File: src/rtl/cp0_exception_unit.sv
// Coprocessor-0 exception unit: holds SR (12), Cause (13), EPC (14) and PRId (15).
// Raises a single combinational Req that flushes the pipeline and redirects fetch
// to the handler, captures the victim state, and serves mfc0/mtc0 from MEM.
//
// Ports:
//   clk, reset    clock, synchronous active-low reset
//   A1            mfc0 read register number
//   A2, Din, WE   mtc0 write register number, data, enable
//   VPC, BDIn     victim PC and branch-delay-slot flag
//   ExcCodeIn     victim exception code (0 = none)
//   HWInt         level-sensitive hardware interrupt lines
//   EXLClr        eret committing this cycle
//   Dout          combinational mfc0 read data
//   EPCOut        eret target, with bypass of an in-flight mtc0 EPC
//   Req           combinational exception/interrupt request
module cp0_exception_unit #(
  parameter logic [31:0] PRID_VALUE = 32'h0000_7c07,
  parameter logic [5:0]  IM_RESET   = 6'b000000
) (
  input  logic        clk,
  input  logic        reset,
  input  logic [4:0]  A1,
  input  logic [4:0]  A2,
  input  logic [31:0] Din,
  input  logic        WE,
  input  logic [31:0] VPC,
  input  logic        BDIn,
  input  logic [4:0]  ExcCodeIn,
  input  logic [5:0]  HWInt,
  input  logic        EXLClr,
  output logic [31:0] Dout,
  output logic [31:0] EPCOut,
  output logic        Req
);

  logic [5:0]  sr_im_q;
  logic        sr_exl_q;
  logic        sr_ie_q;
  logic        cause_bd_q;
  logic [5:0]  cause_ip_q;
  logic [4:0]  cause_exc_q;
  logic [31:2] epc_q;

  logic        int_req;
  logic        exc_req;
  logic [31:0] victim_pc;
  logic [31:0] sr_word;
  logic [31:0] cause_word;
  logic [31:0] epc_word;
  logic        wr_sr;
  logic        wr_epc;
  logic        unused_bits;

  always_comb begin
    int_req   = (|(HWInt & sr_im_q)) & sr_ie_q & ~sr_exl_q;
    exc_req   = (ExcCodeIn != 5'd0) & ~sr_exl_q;
    Req       = int_req | exc_req;
    // A victim in a delay slot restarts at its branch.
    victim_pc = BDIn ? (VPC - 32'd4) : VPC;
    wr_sr     = WE && (A2 == 5'd12);
    wr_epc    = WE && (A2 == 5'd14);
  end

  assign unused_bits = ^victim_pc[1:0];

  always_comb begin
    sr_word    = {16'd0, sr_im_q, 8'd0, sr_exl_q, sr_ie_q};
    cause_word = {cause_bd_q, 15'd0, cause_ip_q, 3'd0, cause_exc_q, 2'd0};
    epc_word   = {epc_q, 2'b00};
    case (A1)
      5'd12:   Dout = sr_word;
      5'd13:   Dout = cause_word;
      5'd14:   Dout = epc_word;
      5'd15:   Dout = PRID_VALUE;
      default: Dout = 32'd0;
    endcase
    // Bypass lets an eret in ID see an mtc0 EPC still sitting in MEM.
    EPCOut = wr_epc ? {Din[31:2], 2'b00} : epc_word;
  end

  always_ff @(posedge clk) begin
    if (!reset) begin
      sr_im_q     <= IM_RESET;
      sr_exl_q    <= 1'b0;
      sr_ie_q     <= 1'b0;
      cause_bd_q  <= 1'b0;
      cause_ip_q  <= 6'd0;
      cause_exc_q <= 5'd0;
      epc_q       <= 30'd0;
    end else begin
      cause_ip_q <= HWInt;
      if (Req) begin
        // The victim is squashed, so any same-cycle mtc0 or eret is dropped.
        sr_exl_q    <= 1'b1;
        cause_bd_q  <= BDIn;
        cause_exc_q <= int_req ? 5'd0 : ExcCodeIn;
        epc_q       <= victim_pc[31:2];
      end else begin
        if (wr_sr) begin
          sr_im_q  <= Din[15:10];
          sr_exl_q <= Din[1];
          sr_ie_q  <= Din[0];
        end
        if (wr_epc) begin
          epc_q <= Din[31:2];
        end
        // Placed after the mtc0 so eret clears EXL over a same-cycle SR write.
        if (EXLClr) begin
          sr_exl_q <= 1'b0;
        end
      end
    end
  end

endmodule

File: config.mk
export PLATFORM = sky130hd
export DESIGN_NAME = cp0_exception_unit
export DESIGN_NICKNAME = d
export VERILOG_FILES = /design/src/rtl/cp0_exception_unit.sv
export SDC_FILE = /design/constraint.sdc
export NUM_CORES = 1
export LEC_CHECK = 0
export ABC_AREA = 1
export CAP_MARGIN = 15
export CORE_ASPECT_RATIO = 1.2
export CORE_MARGIN = 5
export CORE_UTILIZATION = 41
export DETAILED_ROUTE_END_ITERATION = 8
export PLACE_DENSITY = 0.88
export SYNTH_ARGS = -nofsm -noshare
export SYNTH_HDL_FRONTEND = slang
export SYNTH_SLANG_ARGS = --single-unit
File: constraint.sdc
create_clock -name clk -period 4.1 [get_ports clk]
set_clock_uncertainty 0.2 [all_clocks]
set_input_delay 0.615 -clock clk [delete_from_list [all_inputs] [get_ports clk]]
set_output_delay 0.615 -clock clk [all_outputs]
set_load 0.05 [all_outputs]
After elaboration in Yosys (flattened, before gate mapping) --
Index checks and enable logic that the tools add are counted.
Storage, ports and cells: register bits after elaboration 50, input bits 90, output and inout port bits 65, word-level logic and storage cells 37
Operators by class: $add $sub $neg 1, eq/ne operators 6, muxes and demuxes 9, bitwise gates (word level) 7, reduce and logical (&&, ||, !) cells 7
Operators by type and width (count):
- one-hot mux 32 bit (4 select lines) | 1
- two-way mux 32 bit | 2
- two-way mux 30 bit | 2
- subtractor 32 x 3 -> 32 bit (second input constant) | 1
- equality test 5 x 4 -> 1 bit (second input constant) | 6
- AND 6 bit | 1
- OR reduction 6 bit | 1
- two-way mux 5 bit | 1
- nonzero test 5 bit | 1
- AND 1 bit | 3
- two-way mux 1 bit | 3
- nonzero test 3 bit | 1
- logical AND 1 bit | 2
- inverter 1 bit | 2
- AND reduction 2 bit | 1
- nonzero test 2 bit | 1
- OR 1 bit | 1

Logic depth before layout (Yosys ltp) --
word-level depth 7, gate-level depth with buffers 12, mapped depth without buffers 12

Worst setup path after synthesis --
OpenSTA, ideal clock, no wires.
kind in2out, from input port A2[1], to output port EPCOut[5], arrival time 2278 ps, required time 3285 ps, slack 1007 ps, stages 7, buffers on the path 2, cell sequence inv_1 -> nor3_2 -> nand2_2 -> inv_2 -> buf_6 -> buf_6 -> o21ai_0
Between the ends: cells in the longest elaborated chain, start to end 3
RTL lines:
- from (decl) | RTL line 23 | input logic [4:0] A2,
- equality test 5 x 4 -> 1 bit | RTL line 61 | wr_epc = WE && (A2 == 5'd14);
- logical AND 1 bit | RTL line 61
- two-way mux 32 bit | RTL line 78 | EPCOut = wr_epc ? {Din[31:2], 2'b00} : epc_word;
- to (decl) | RTL line 32 | output logic [31:0] EPCOut,
Every way passes these cells.

Worst setup path in the final report --
from input port A2[2], to output port EPCOut[31]
The elaborated chain is that of the path after synthesis.

==> reports/results.txt <==
CTS Sinks: 50
Initial antenna violation count: 0
Drt first pass iters: 5
Actual slew at the worst max-slew pin: 0.735 ns
# IOs: 155
Post-DRT Antenna Nets: 0
Resized Gates After CTS: 0
Vias post-DR: 4402
Synthesized area: 3600 µm²
Row count: 37
HPWL Detailed: 10700 µm
Placed Cells: 875
Pwr dens: 255 nW/µm²
Worst VDD drop: 0.192 mV
Grt total ovfl: 0
Layout cells sized above 1: 10.6%
Synthesis-to-layout area growth: 51.5%
Global-route wire length before repair: 20600 µm
Number of antenna cells inserted: 0
H-tree depth: 2
Final core utilization: 63.7%
Worst setup margin: 0.701 ns
Tmin final: 3.40 ns
Sequential-to-total area share from yosys stat: 27.8%
Final Hold Fails: 0
Post-synth EDFFs: 0
Dpl ws: 0.704 ns
CTS Root Cell: clkbuf_8
GRT Overall Usage: 23.8%
Chip width: 95.6 µm
Fin area: 5460 µm²
CP Max Fanout: 46
Critical Path End Type: output port
Commonest cells in the netlist: nand2_1, nor2_1, inv_1
RSZ-0062 raised after global routing: no
Via/cell ratio: 4.99
Seq cells post-synth: 50
Rel. slew slack: 50.8%
Status: complete, no violations
Final worst path period share: 82.9%
Die height: 113 µm
Most used DFF post-synth: dfxtp_1
Worst EP arrival: 2.58 ns
Placement-stage cell area: 5360 µm²
Post-synth ARST share: 0%
Filler cells: 778
CTS tree: built
Ranking of synthesized cells by area: dfxtp_1, nand2_1, nor2_1
Drt total wl: 13100 µm
Total die area: 10800 µm²
WL/cell: 14.8 µm
Achievable Freq: 294 MHz
Core area: 8560 µm²
Req. time, crit path: 3.28 ns
Initial drt markers: 294
Cts bufs inserted: 5
CP Class: input port to output port
Max-Cap Viols: 0
Syn Inst Count: 623
Hold WC Path Type: register to register
Non-Filler Instances: 883
Initial Util: 42.1%
Total power draw: 1.39 mW
Final hold slack: 0.271 ns
CTS Buffer Depth: 2
Cts hold-fix bufs: 0
Clk_lat worst skew: 0.31 ns
Nature of the critical path startpoint: input port
# setup viols final: 0
Gp weighted congestion: 0.933
Vias in the first global route: 4425
Mean Syn Cell Area: 5.78 µm²
Setup Total Neg Slack: 0 ns
Largest net degree at the start of global routing: 47
Synth unique cells: 34
Final Slew Violations: 0
Lkg Pwr: 2.45 nW
I/O Buffers: 150
Post-synth top area share: 27.8%
Final Net Count: 856
Top-count cell post-synth: nand2_1
Post-CTS setup repair buffer count: 0
Warnings from Yosys: 0
Clk pin slew, worst setup/hold paths: 0.10 ns
Number of remaining DRC errors: 0
Leading area contributor after synthesis: dfxtp_1
registers in the layout (all words and copies together), names as in the netlist:
| name | cells |
|---|---|
| epc_q | 30 |
| cause_ip_q | 6 |
| sr_im_q | 6 |
| cause_exc_q | 5 |
| cause_bd_q | 1 |
| sr_exl_q | 1 |
| sr_ie_q | 1 |
report_power, final:
group / switching (mW) / internal [mW]
Sequential: 0.0155 / 0.522
Combinational: 0.310 / 0.231
Clock: 0.184 / 0.127
Total: 0.510 / 0.880
cells in the final DEF (no fill, tap or decap), types with 6 or more instances in the layout:
cell type,Yosys,layout
xor2_1,15,15
buf_4,6,27
o21ai_0,44,44
inv_1,93,93
buf_12,0,25
a21oi_1,28,28
nand4_1,7,7
dfxtp_1,50,50
nand2_1,160,160
clkdlybuf4s50_1,0,104
nor2_1,115,115
nand3_1,40,40
o21ai_1,6,6
area by class of cell:
class,instances,area (µm²),share of cell area [%]
multi-input cells,454,2100,38.5
clock inverters,3,28.8,0.527
well taps,117,146,2.68
clock buffers,5,68.8,1.26
inverters,98,368,6.74
flip-flops and latches,50,1000,18.3
repair buffers,156,1740,32.0
layer usage:
metal | share of wire (%) | global-route usage [%] | vias to the layer above | routed length (µm)
met5 | 0 | 0 | - | 0
met2 | 49 | 41.5 | 163 | 6450
li1 | - | - | 2223 | -
met4 | 3.5 | 9.58 | 0 | 454
met3 | 6.5 | 3.15 | 31 | 849
met1 | 41 | 28.9 | 1985 | 5310
worst max-delay path, stage by stage:
cell and delay, ns:
clkdlybuf4s50_1 0.47, nand2_1 0.05, nor2_1 0.15, nand2_2 0.18
inv_2 0.09, buf_4 0.41, nor2_1 0.10, or2_2 0.30
buf_4 0.20
logic make-up after synthesis:
family / share of synthesized area (%)
buffers and inverters: 14.0
xor gates and xnor gates: 3.65
other: 0.104
adders and majority gates: 0.347
AOI/OAI and AO/OA: 14.6
DFF: 27.8
and+or+nand+nor: 39.6
path summary, 6_finish.rpt:
kind / startpoint / to / slack (ns) / cells past startpoint
setup / recovery: A2[2] / EPCOut[31] / 0.70 / 9
setup reg to reg: sr_im_q[0] / sr_im_q[4] / 1.66 / 10
hold / removal: epc_q[19] / epc_q[19] / 0.27 / 2
hold reg to reg: epc_q[19] / epc_q[19] / 0.27 / 2
No activity file was read; power rests on OpenSTA's default activity.
